File: config.mk
export PLATFORM = sky130hd
export DESIGN_NAME = instruction_fetcher
export DESIGN_NICKNAME = d
export VERILOG_FILES = /design/src/rtl/instruction_fetcher_pkg.sv /design/src/rtl/instruction_fetcher_iq_fifo.sv /design/src/rtl/instruction_fetcher.sv
export SDC_FILE = /design/constraint.sdc
export NUM_CORES = 1
export LEC_CHECK = 0
export CAP_MARGIN = 20
export CORE_MARGIN = 8
export CORE_UTILIZATION = 45
export CTS_CLUSTER_SIZE = 30
export DETAILED_ROUTE_END_ITERATION = 6
export GPL_ROUTABILITY_DRIVEN = 0
export GPL_TIMING_DRIVEN = 0
export SLEW_MARGIN = 10
export SYNTH_ARGS = -nofsm -noshare
export SYNTH_HDL_FRONTEND = slang
export SYNTH_SLANG_ARGS = --single-unit
File: constraint.sdc
create_clock -name clk_in -period 11.4 [get_ports clk_in]
set_input_delay 2.28 -clock clk_in [delete_from_list [all_inputs] [get_ports clk_in]]
set_output_delay 2.28 -clock clk_in [all_outputs]
set_load 0.01 [all_outputs]
File: src/rtl/instruction_fetcher_pkg.sv
// instruction_fetcher_pkg: shared constants, FSM encoding and IQ entry type for the fetch unit
`ifndef IQ_IDX
`define IQ_IDX(lg) [(lg)-1:0]
`endif
package instruction_fetcher_pkg;
  localparam logic TRUE = 1'b1;
  localparam logic FALSE = 1'b0;
  localparam logic [6:0] OPC_JAL = 7'b1101111;
  typedef enum logic [1:0] {IDLE = 2'd0, REQ = 2'd1, HOLD = 2'd2} state_t;
  typedef struct packed {
    logic [31:0] inst;
    logic [31:0] pc;
  } iq_entry_t;
endpackage

File: src/rtl/instruction_fetcher_iq_fifo.sv
// iq_fifo: circular buffer of {inst,pc} entries with push/pop/flush, count, valid and full
module iq_fifo
  import instruction_fetcher_pkg::*;
#(
  parameter int DEPTH_LOG = 4
) (
  input  logic               clk_in,
  input  logic               rst_in,
  input  logic               en,
  input  logic               flush,
  input  logic               push,
  input  logic               pop,
  input  iq_entry_t          din,
  output iq_entry_t          dout,
  output logic               valid,
  output logic               full,
  output logic [DEPTH_LOG:0] count
);
  localparam int DEPTH = 1 << DEPTH_LOG;
  iq_entry_t mem [DEPTH];
  logic `IQ_IDX(DEPTH_LOG) head, tail;
  logic do_pop;
  assign valid = count != '0;
  assign full = count == (DEPTH_LOG + 1)'(DEPTH);
  assign do_pop = pop && valid;
  assign dout = valid ? mem[head] : '0;
  always_ff @(posedge clk_in)
    if (!rst_in && en && !flush && push) mem[tail] <= din;
  always_ff @(posedge clk_in) begin
    if (rst_in || (en && flush)) begin
      head <= '0;
      tail <= '0;
      count <= '0;
    end else if (en) begin
      if (push) tail <= tail + 1'b1;
      if (do_pop) head <= head + 1'b1;
      count <= count + (DEPTH_LOG + 1)'(push) - (DEPTH_LOG + 1)'(do_pop);
    end
  end
  // the fetcher never requests while full, so a push needs space unless the head leaves too
  assert property (@(posedge clk_in) disable iff (rst_in) !(en && !flush && push && full && !do_pop));
endmodule

File: src/rtl/instruction_fetcher.sv
// instruction_fetcher: single-outstanding fetch requester feeding an in-order instruction queue
// FETCH_JAL_PREDICT_EN: when defined, a fetched JAL redirects the next fetch PC to its target
module instruction_fetcher
  import instruction_fetcher_pkg::*;
#(
  parameter int          IQ_DEPTH_LOG = 4,
  parameter logic [31:0] RESET_PC     = 32'h0
) (
  input  logic        clk_in,
  input  logic        rst_in,
  input  logic        rdy_in,
  input  logic        roll_back,
  input  logic [31:0] rollback_pc,
  output logic        fetch_start,
  output logic [31:0] pc,
  input  logic        finish_fetch,
  input  logic [31:0] instruction_out,
  input  logic [31:0] instruction_pc_out,
  output logic        iq_valid,
  output logic [31:0] iq_inst,
  output logic [31:0] iq_pc,
  input  logic        iq_pop,
  output logic        iq_full
);
  state_t state, state_n;
  logic [31:0] pc_n, next_pc;
  logic push, can_issue;
  logic [IQ_DEPTH_LOG:0] count;
  iq_entry_t head;
  iq_fifo #(.DEPTH_LOG(IQ_DEPTH_LOG)) u_iq (
    .clk_in(clk_in),
    .rst_in(rst_in),
    .en(rdy_in),
    .flush(roll_back),
    .push(push),
    .pop(iq_pop),
    .din('{inst: instruction_out, pc: pc}),
    .dout(head),
    .valid(iq_valid),
    .full(iq_full),
    .count(count)
  );
  assign iq_inst = head.inst;
  assign iq_pc = head.pc;
  assign fetch_start = state == REQ;
  assign can_issue = count < (IQ_DEPTH_LOG + 1)'(1 << IQ_DEPTH_LOG);
`ifdef FETCH_JAL_PREDICT_EN
  logic [31:0] inst_q;
  always_ff @(posedge clk_in)
    if (rst_in) inst_q <= '0;
    else if (rdy_in && !roll_back && push) inst_q <= instruction_out;
  assign next_pc = inst_q[6:0] == OPC_JAL
    ? pc + {{11{inst_q[31]}}, inst_q[31], inst_q[19:12], inst_q[20], inst_q[30:21], 1'b0}
    : pc + 32'd4;
`else
  assign next_pc = pc + 32'd4;
`endif
  always_comb begin
    state_n = state;
    pc_n = pc;
    push = FALSE;
    case (state)
      IDLE: state_n = can_issue ? REQ : IDLE;
      REQ: if (finish_fetch) begin
        push = instruction_pc_out == pc;
        state_n = push ? HOLD : IDLE;
      end
      HOLD: begin
        pc_n = next_pc;
        state_n = IDLE;
      end
      default: state_n = IDLE;
    endcase
  end
  always_ff @(posedge clk_in) begin
    if (rst_in) begin
      state <= IDLE;
      pc <= RESET_PC;
    end else if (rdy_in) begin
      state <= roll_back ? IDLE : state_n;
      pc <= roll_back ? rollback_pc : pc_n;
    end
  end
  // a returned word must belong to the address currently being requested
  assert property (@(posedge clk_in) disable iff (rst_in)
    (rdy_in && !roll_back && state == REQ && finish_fetch) |-> instruction_pc_out == pc);
endmodule

==> run_results.csv, run 1 <==
group,metric,value,unit
drt,viasPerCell,5.75,
pwr,swShare,21.4,%
synth,synthFlopType,"edfxtp_1",
sta,setup_violations,0,
pwr,powerDensity,163,nW/µm²
grt,overflow,0,
finish,area_delta_synth_final,20.6,%
finish,layout.nets,2575,
die,std_cell_rows,112,
synth,synth_top_area_cell,"edfxtp_1",
worst_setup_path,cp_data_arrival_time,4.19,ns
synth,syn-cell-area,42200,µm²
clocking,clockRootBuffer,"clkbuf_16",
worst_setup_path,worstSetupStartpointType,"flip-flop",
sta,fin_ws,4.93,ns
place,dpl.cell_count,3604,
clocking,htreeDepth,3,
pwr,report.power.total,8.29,mW
die,design.die.area,104000,µm²
finish,fill_cells,7076,
grt,grt_pass1_wl,156000,µm
drt,num_vias,21900,
sta,worstMarginPinSlew,1.10,ns
clocking,hold_buffers,0,
sta,hold_viol_final,0,
drt,first_pass_iters,5,
worst_setup_path,cp_max_fo,10,
drt,antenna_left,0,
worst_setup_path,timing.rr.start,"pc[16]",
job,cap_violations,0,
die,die_x,322,µm
worst_setup_path,crit_type,"reg -> out",
worst_setup_path,reg2reg_slack,6.26,ns
synth,async_flop_share,0,%
synth,synth_nets,2074,
grt,grt_use_total,20.5,%
synth,ys_ff_latch,1075,
clocking,cts_resized,0,
sta,period_needed,6.47,ns
sta,fmax,155,MHz
min_path,hp-class,"reg -> reg",
synth,ys_top_cells_by_count,"edfxtp_1 (1024), mux4_2 (320), clkbuf_1 (70)",
synth,yosysWarnings,0,
finish,design_area,50900,µm²
pwr,pwr-share-clk,40.4,%
synth,yosysSeqAreaShare,75.2,%
synth,synth_edf_count,1024,
grt,grt_max_degree,25,
synth,yosysMostFrequentCell,"edfxtp_1",
die,core,93200,µm²
drt,post-route-drc-count,0,
place,port_buffers,199,
pwr,p_sw,1.77,mW
clocking,worst_skew_pair.late_latency,0.65,ns
run_status,status,"completed",
sta,min_period_over_period,56.8,%
pwr,p_int,6.52,mW
drt,wire_per_inst,28.3,µm
pwr,power_frac_seq,52.7,%
clocking,clockBufferDepth,3,
clocking,cts_setup_buffers,0,
finish,drive_gt1_share,28.2,%
sta,slew_viol_final,0,
sta,rsz0062_at_grt,"no",
die,io_pins,201,
grt,grt_pass1_vias,22900,
grt,antenna_found_initial,1,
synth,yosysUniqueCellTypes,52,
drt,drtIter0Drc,2428,
place,placement.cell_area,47600,µm²
die,initial_core_util,45.3,%
finish,stdcell_count,3800,
synth,synth_area_leaders,"edfxtp_1 (73%), mux4_2 (17%), dfxtp_1 (2.4%)",
clocking,cts_buffers,106,
synth,netlist_instances,1959,
min_path,hold_start,"state[1]",
sta,max-slew-margin-rel,26.7,%
die,dieHeight,322,µm
pwr,comb_power_share,6.9,%
pwr,p_leak,15.8,nW
clocking,clkTransAtPathRegs,0.06,ns
synth,synth_top_area_share,72.8,%
clocking,cts_tree,"yes",
clocking,clock-sinks,1075,
place,dp_hpwl,74100,µm
drt,totalWireLength,107000,µm
sta,hold_ws,0.497,ns
synth,syn_area_per_cell,21.6,µm²
pwr,vdd_drop_max,115,µV
worst_setup_path,crit_required,9.12,ns
worst_setup_path,end_kind,"primary output",
place,preCtsSetupSlack,4.56,ns
sta,clock_skew,0.0227,ns
cells in the final DEF, fill, tap and decap left out, types with 5 or more instances in the layout:
| cell | synthesis | layout |
|---|---|---|
| edfxtp_1 | 1024 | 1024 |
| mux4_2 | 320 | 320 |
| clkdlybuf4s50_1 | 0 | 199 |
| clkbuf_16 | 0 | 107 |
| buf_4 | 0 | 101 |
| clkbuf_1 | 70 | 97 |
| buf_6 | 0 | 69 |
| and2_1 | 68 | 68 |
| nand2_1 | 58 | 58 |
| dfxtp_1 | 51 | 51 |
| buf_2 | 29 | 44 |
| xnor2_1 | 35 | 35 |
| nor2_1 | 32 | 32 |
| a21oi_1 | 29 | 29 |
| clkinv_2 | 0 | 28 |
| o21ai_0 | 24 | 24 |
| nand4_1 | 21 | 21 |
| inv_1 | 17 | 17 |
| clkinv_1 | 2 | 16 |
| mux2i_1 | 14 | 14 |
| nand3_1 | 12 | 12 |
| buf_1 | 12 | 12 |
| nor3_2 | 0 | 12 |
| ha_1 | 12 | 12 |
| nor3_1 | 23 | 11 |
| and3_1 | 9 | 9 |
| a31oi_1 | 9 | 9 |
| buf_8 | 0 | 9 |
| or3_1 | 8 | 8 |
| a211oi_1 | 8 | 8 |
| bufinv_16 | 0 | 8 |
| nor4_1 | 10 | 6 |
| a22o_1 | 5 | 5 |
path summary, 6_finish.rpt:
check,to,cells past startpoint
min reg2reg,state[1],2
max,iq_pc[22],7
min,state[1],2
max reg2reg,u_iq.mem[14][40],13
worst max-delay path: stages (launching register included):
cell and delay (ns):
dfxtp_1 0.31, clkbuf_1 0.15, clkbuf_1 0.70, buf_2 0.54, mux4_2 0.57, mux4_2 0.48
and2_1 0.25, clkdlybuf4s50_1 0.52
stage by stage:
stage          setup TNS [ns]  util [%]
5_1_grt                     0      54.7
2_1_floorplan               0         -
3_5_place_dp                0      51.1
4_1_cts                     0      54.6
6_report                    0      54.7
3_3_place_gp         -5376.37      49.1
routing by layer:
| layer | routed length [µm] | vias to the layer above | global-route usage, % | part of all wire [%] |
|---|---|---|---|---|
| met1 | 45300 | 11600 | 28.5 | 42 |
| met5 | 0 | - | 0 | 0 |
| met2 | 52900 | 892 | 33.9 | 49 |
| met4 | 1950 | 0 | 4.53 | 1.8 |
| li1 | - | 9226 | - | - |
| met3 | 7220 | 136 | 3.67 | 6.7 |
final cells by class:
type	instances	area (µm²)	share of cell area (%)
sequential	1075	31800	62.4
buffer	111	453	0.889
timing repair buffer	393	3740	7.34
multi-input combinational	754	10000	19.7
clock buffer	136	2810	5.51
inverter	19	71.3	0.140
antenna	2	5.00	0.00983
clock inverter	56	500	0.983
tap	1254	1570	3.08
cell families after synthesis:
| group | share of synthesized area (%) |
|---|---|
| and+or+nand+nor | 3.27 |
| buffers and inverters | 1.24 |
| AOI/OAI and AO/OA | 1.64 |
| xor gates and xnor gates | 0.788 |
| DFF | 75.2 |
| muxes | 17.4 |
| adders and majority gates | 0.403 |
sequential cells by signal (all words and copies together), names as in the netlist, named ones only:
register,flops
u_iq.tail,4
pc,32
u_iq.head,4
u_iq.count,5
u_iq.mem,1024
state,2
power groups by stage:
stage               Sequential, mW  Clock, mW  Combinational, mW
floorplan                     4.43          0              0.285
global placement              4.45          0              0.571
detailed placement            4.45          0              0.580
CTS                           4.37       3.41              0.583
global route                  4.37       3.56              0.612
finish                        4.37       3.35              0.571
Power figures use the tool's default switching activity.
==> inputs of run 2 (changes only) <==
==> constraint.sdc (replaced) <==
create_clock -name clk_in -period 6.25 [get_ports clk_in]
set_input_delay 1.25 -clock clk_in [delete_from_list [all_inputs] [get_ports clk_in]]
set_output_delay 1.25 -clock clk_in [all_outputs]
set_load 0.01 [all_outputs]
==> run_results.csv, run 2 (same netlist as run 1, synthesis figures left out) <==
group,metric,value,unit
worst_setup_path,cp_data_arrival_time,4.13,ns
finish,final_cell_mix,"edfxtp_1 (1024), mux4_2 (320), clkdlybuf4s50_1 (199)",
clocking,cts_resized,0,
place,dpl.cell_count,3578,
clocking,clock-sinks,1075,
grt,antenna_found_initial,0,
clocking,clkTransAtPathRegs,0.07,ns
clocking,htreeDepth,3,
sta,hold_viol_final,0,
die,core,93200,µm²
min_path,min_path_cells,2,
drt,num_vias,21900,
sta,fmax,186,MHz
die,std_cell_rows,112,
worst_setup_path,reg2reg_slack,1.13,ns
pwr,vdd_drop_max,185,µV
place,dp_hpwl,74300,µm
drt,wire_per_inst,28.5,µm
finish,antennaDiodeCount,0,
die,die_x,322,µm
clocking,hold_buffers,0,
clocking,worst_skew_pair.late_latency,0.67,ns
finish,stdcell_count,3775,
finish,layout.nets,2547,
drt,viasPerCell,5.80,
drt,antenna_left,0,
worst_setup_path,crit_type,"reg -> out",
min_path,hp-class,"reg -> reg",
finish,largestRegisters,"u_iq.mem: 1024 flops, pc: 32 flops, u_iq.count: 5 flops",
worst_setup_path,end_kind,"primary output",
die,dieHeight,322,µm
pwr,p_leak,15.7,nW
grt,grt_use_total,20.6,%
job,cap_violations,0,
clocking,cts_tree,"yes",
clocking,clockBufferDepth,3,
run_status,status,"completed",
die,initial_core_util,45.3,%
clocking,cts_setup_buffers,0,
worst_setup_path,r2r-end,"u_iq.mem[11][55]",
sta,slew_viol_final,0,
grt,grt_max_degree,25,
drt,first_pass_iters,5,
sta,setup_violations,0,
finish,area_delta_synth_final,20.9,%
finish,fin_util,54.8,%
sta,period_needed,5.38,ns
clocking,cts_buffers,105,
min_path,min_to,"state[1]",
worst_setup_path,timing.rr.start,"pc[16]",
finish,drive_gt1_share,27.6,%
die,io_pins,201,
grt,grt_pass1_wl,157000,µm
sta,rsz0062_at_grt,"no",
worst_setup_path,worstSetupStartpointType,"flip-flop",
sta,clock_skew,0.0186,ns
min_path,hold_start,"state[1]",
clocking,clockRootBuffer,"clkbuf_16",
sta,worstMarginPinSlew,1.01,ns
worst_setup_path,crit_required,5.00,ns
die,design.die.area,104000,µm²
drt,drtIter0Drc,2409,
drt,post-route-drc-count,0,
grt,grt_pass1_vias,22700,
grt,overflow,0,
finish,largest-register,"u_iq.mem",
finish,layout.cells.most_common,"edfxtp_1",
finish,largest_reg_flops,1024,
worst_setup_path,cp_max_fo,10,
pwr,powerDensity,302,nW/µm²
place,port_buffers,199,
sta,max-slew-margin-rel,32.5,%
drt,totalWireLength,108000,µm
worst_setup_path,r2r_cells,10,
finish,fill_cells,7080,
sta,min_period_over_period,86.0,%
-- run 2: changes by cell type in the layout (fill, tap and decap cells not counted), sizes merged --
cell,change
diode,-2
clkinvlp,+6
bufinv,+6
clkinv,-2
clkbuf,-7
inv,+1
buf,-27
-- run 2: critical path, stage by stage, from the launching register on --
cell	delay [ns]
dfxtp_1	0.35
clkbuf_1	0.67
clkbuf_1	0.75
mux4_2	0.40
mux4_2	0.48
and2_1	0.27
clkdlybuf4s50_1	0.53
-- run 2: layout make-up --
type / count / area [µm²] / share of cell area [%]
multi-input cells: 754 / 10100 / 19.7
repair buffers: 366 / 3630 / 7.11
well taps: 1254 / 1570 / 3.07
clock inverters: 67 / 719 / 1.41
plain buffers: 111 / 454 / 0.889
inverters: 19 / 71.3 / 0.140
clock buffers: 129 / 2790 / 5.46
flip-flops and latches: 1075 / 31800 / 62.2
-- run 2: routing by layer --
layer / global-route usage (%) / wire length (µm) / up-vias
met4: 4.78 / 2020 / 0
met2: 33.9 / 52600 / 908
met3: 3.91 / 7260 / 151
met5: 0 / 0 / -
li1: - / - / 9170
met1: 28.7 / 45800 / 11700
-- run 2: metrics by stage --
stage | instance area [µm²] | worst slack [ns] | power (mW) | setup TNS, ns | hold slack (ns)
3_3_place_gp | 45800 | -9.00 | 9.16 | -8208.32 | 0.466
2_1_floorplan | 42300 | -1.28 | 8.61 | -960.78 | 0.454
3_5_place_dp | 47500 | 0.331 | 9.18 | 0 | 0.477
5_1_grt | 51100 | 0.684 | 15.9 | 0 | 0.517
4_1_cts | 51100 | 0.791 | 15.6 | 0 | 0.485
6_report | 51100 | 0.873 | 15.4 | 0 | 0.490
-- run 2: worst max-delay path by stage --
stage / start / endpoint / slack, ns / cells past startpoint
2_1_floorplan: instruction_pc_out[14] / u_iq.mem[4][0] / -1.28 / 6
3_3_place_gp: instruction_pc_out[11] / u_iq.mem[14][56] / -9.00 / 7
3_5_place_dp: instruction_pc_out[11] / u_iq.mem[11][55] / 0.33 / 10
4_1_cts: flip-flop / iq_inst[25] / 0.79 / 6
5_1_grt: flip-flop / iq_pc[14] / 0.68 / 7
6_report: flip-flop / iq_pc[14] / 0.87 / 6
-- run 2: report_power, final --
group          internal [mW]  switching (mW)
Sequential              7.89          0.0771
Combinational          0.512           0.529
Clock                   3.75            2.68
Total                   12.2            3.28
==> inputs of run 3 (changes only) <==
--- a/config.mk
+++ b/config.mk
@@ -5,6 +5,7 @@
 export SDC_FILE = /design/constraint.sdc
 export NUM_CORES = 1
 export LEC_CHECK = 0
+export ABC_AREA = 1
 export CAP_MARGIN = 20
 export CORE_MARGIN = 8
 export CORE_UTILIZATION = 45
==> constraint.sdc (replaced) <==
create_clock -name clk_in -period 6.25 [get_ports clk_in]
set_input_delay 1.875 -clock clk_in [delete_from_list [all_inputs] [get_ports clk_in]]
set_output_delay 1.875 -clock clk_in [all_outputs]
set_load 0.01 [all_outputs]
==> run_results.csv, run 3 <==
group,metric,value,unit
run_status,status,"completed",
job,cap_violations,0,
drt,wl_met1,58700,µm
clocking,worst_skew_pair.late_latency,0.68,ns
die,io_pins,201,
sta,hold_ws,0.468,ns
drt,wl_met3,15300,µm
synth,synthFlopType,"edfxtp_1",
synth,synth_area_leaders,"edfxtp_1 (71%), o21ai_0 (6.3%), nor2_1 (5.4%)",
clocking,clkTransAtPathRegs,0.06,ns
drt,post-route-drc-count,0,
sta,worstMarginPinSlew,1.14,ns
clocking,clockRootBuffer,"clkbuf_16",
finish,layout.cells.most_common,"edfxtp_1",
worst_setup_path,crit_required,4.38,ns
synth,yosysUniqueCellTypes,45,
drt,viasPerCell,6.06,
worst_setup_path,worst_path_max_delay_cell,"clkbuf_1",
die,core,96300,µm²
finish,largestRegisters,"u_iq.mem: 1024 flops, pc: 32 flops, u_iq.count: 5 flops",
clocking,cts_setup_buffers,0,
sta,setup_violations,0,
worst_setup_path,cp_max_fo,10,
synth,synth_edf_count,1024,
die,dieHeight,327,µm
sta,clock_skew,0.0279,ns
worst_setup_path,crit_type,"reg -> out",
clocking,cts_buffers,110,
synth,syn_area_per_cell,12.7,µm²
synth,ys_top_cells_by_count,"edfxtp_1 (1024), nor2_1 (629), o21ai_0 (543)",
clocking,clock-sinks,1075,
finish,design_area,52100,µm²
synth,synth_top_area_share,70.7,%
synth,yosysSeqAreaShare,73.1,%
synth,yosysMostFrequentCell,"edfxtp_1",
pwr,comb_power_share,7.5,%
synth,synth_top_area_cell,"edfxtp_1",
finish,drive_gt1_share,8.19,%
synth,netlist_instances,3433,
sta,fin_ws,0.152,ns
worst_setup_path,cp_data_arrival_time,4.22,ns
grt,antenna_found_initial,4,
finish,largest_reg_flops,1024,
sta,slew_viol_final,0,
die,std_cell_rows,114,
place,dpl.cell_count,4961,
die,die_x,327,µm
drt,drtIter0Drc,4215,
sta,fmax,164,MHz
worst_setup_path,max_stage_delay,0.65,ns
finish,stdcell_count,5162,
place,dp_hpwl,98900,µm
pwr,pwr-share-clk,42.5,%
drt,num_vias,31300,
clocking,cts_tree,"yes",
grt,grt_pass1_vias,30400,
pwr,powerDensity,305,nW/µm²
drt,first_pass_iters,6,
pwr,vdd_drop_max,228,µV
drt,wire_per_inst,28.9,µm
pwr,power_frac_seq,50.0,%
die,initial_core_util,45.2,%
die,design.die.area,107000,µm²
pwr,report.power.total,15.9,mW
worst_setup_path,cpMostUsedCell,"clkbuf_1",
place,preCtsSetupSlack,0.820,ns
place,placement.cell_area,48400,µm²
drt,top_layer,"met5",
grt,grt_max_degree,25,
sta,rsz0062_at_grt,"no",
sta,period_needed,6.10,ns
drt,wl_met2,69900,µm
grt,grt_pass1_wl,212000,µm
clocking,clockBufferDepth,3,
clocking,htreeDepth,3,
worst_setup_path,worstSetupStartpointType,"flip-flop",
sta,max-slew-margin-rel,24.2,%
finish,layout.nets,3915,
synth,async_flop_share,0,%
pwr,p_int,12.3,mW
pwr,p_leak,16.7,nW
pwr,swShare,22.8,%
place,port_buffers,199,
worst_setup_path,path_cells,"buf_2, clkbuf_1, clkbuf_1, o211ai_1, a21oi_1, clkdlybuf4s50_1",
finish,largest-register,"u_iq.mem",
synth,syn-cell-area,43500,µm²
finish,final_cell_mix,"edfxtp_1 (1024), nor2_1 (623), o21ai_0 (543)",
finish,area_delta_synth_final,19.8,%
synth,ys_ff_latch,1075,
sta,hold_viol_final,0,
synth,yosysWarnings,0,
pwr,p_sw,3.63,mW
synth,synth_nets,3548,
drt,antenna_left,0,
worst_setup_path,end_kind,"primary output",
min_path,hp-class,"reg -> reg",
grt,grt_use_total,27.0,%
drt,totalWireLength,149000,µm
grt,overflow,0,
sta,min_period_over_period,97.6,%
-- run 3: changes by cell type after synthesis, sizes merged, moves of 64 or more --
cell / previous run / this run
a21oi: 29 / 106
and2: 68 / 1
clkbuf: 70 / 176
inv: 17 / 88
mux4: 320 / 0
nand2: 58 / 220
nand3: 13 / 102
nor2: 32 / 643
o211ai: 1 / 71
o21ai: 24 / 543
o221ai: 0 / 188
o22ai: 4 / 68
-- run 3: power by group through the flow --
stage / sequential, mW / combinational, mW / clock [mW]
5_1_grt: 7.96 / 1.26 / 7.04
2_1_floorplan: 8.08 / 0.487 / 0
6_report: 7.95 / 1.18 / 6.75
4_1_cts: 7.96 / 1.17 / 6.78
3_5_place_dp: 8.11 / 1.17 / 0
3_3_place_gp: 8.11 / 1.15 / 0
-- run 3: path summary, 6_finish.rpt --
kind	startpoint	to	slack [ns]	cells past startpoint
setup / recovery	flip-flop	iq_pc[17]	0.15	6
hold / removal	u_iq.count[0]	u_iq.count[0]	0.47	2
setup reg to reg	pc[31]	u_iq.mem[6][56]	1.96	16
hold reg to reg	u_iq.count[0]	u_iq.count[0]	0.47	2
-- run 3: per-layer routing --
layer | track usage [%] | vias up
met5 | 0 | -
met3 | 5.56 | 294
met1 | 36.0 | 15600
met4 | 9.99 | 4
li1 | - | 13600
met2 | 43.6 | 1815
-- run 3: layout make-up --
cell class                 count  area [µm²]
fill                        8120       44200
sequential                  1075       31800
multi-input combinational   2025       10400
timing repair buffer         255        3240
clock buffer                 130        2850
tap                         1276        1600
buffer                       242        1030
clock inverter                66         800
inverter                      91         343
antenna                        2        5.00
-- run 3: repair_timing --
action | CTS | global route
gates resized for setup | 0 | 5
endpoints found under the hold margin | 0 | 0
setup endpoints to repair | 0 | 1
hold buffers | 0 | 0
-- run 3: logic make-up after synthesis --
family                     synth area share [%]
AOI/OAI and AO/OA                          13.7
xor gates and xnor gates                  0.403
adders and majority gates                 0.391
buffers and inverters                      3.13
DFF                                        73.1
and+or+nand+nor                            9.30
-- run 3: per-stage QoR --
stage,util (%),TNS (ns)
after CTS,54.0,0
after detailed placement,50.2,0
after global routing,54.1,0
after floorplan,-,0
final,54.1,0
after global placement,48.9,-2394.89
-- run 3: critical path, delay by kind of cell, from the launching register on --
kind / cells / cell delay (ns)
AO/OA/AOI/OAI: 2 / 0.76
flip-flops: 1 / 0.31
buffers and inverters: 4 / 2.43
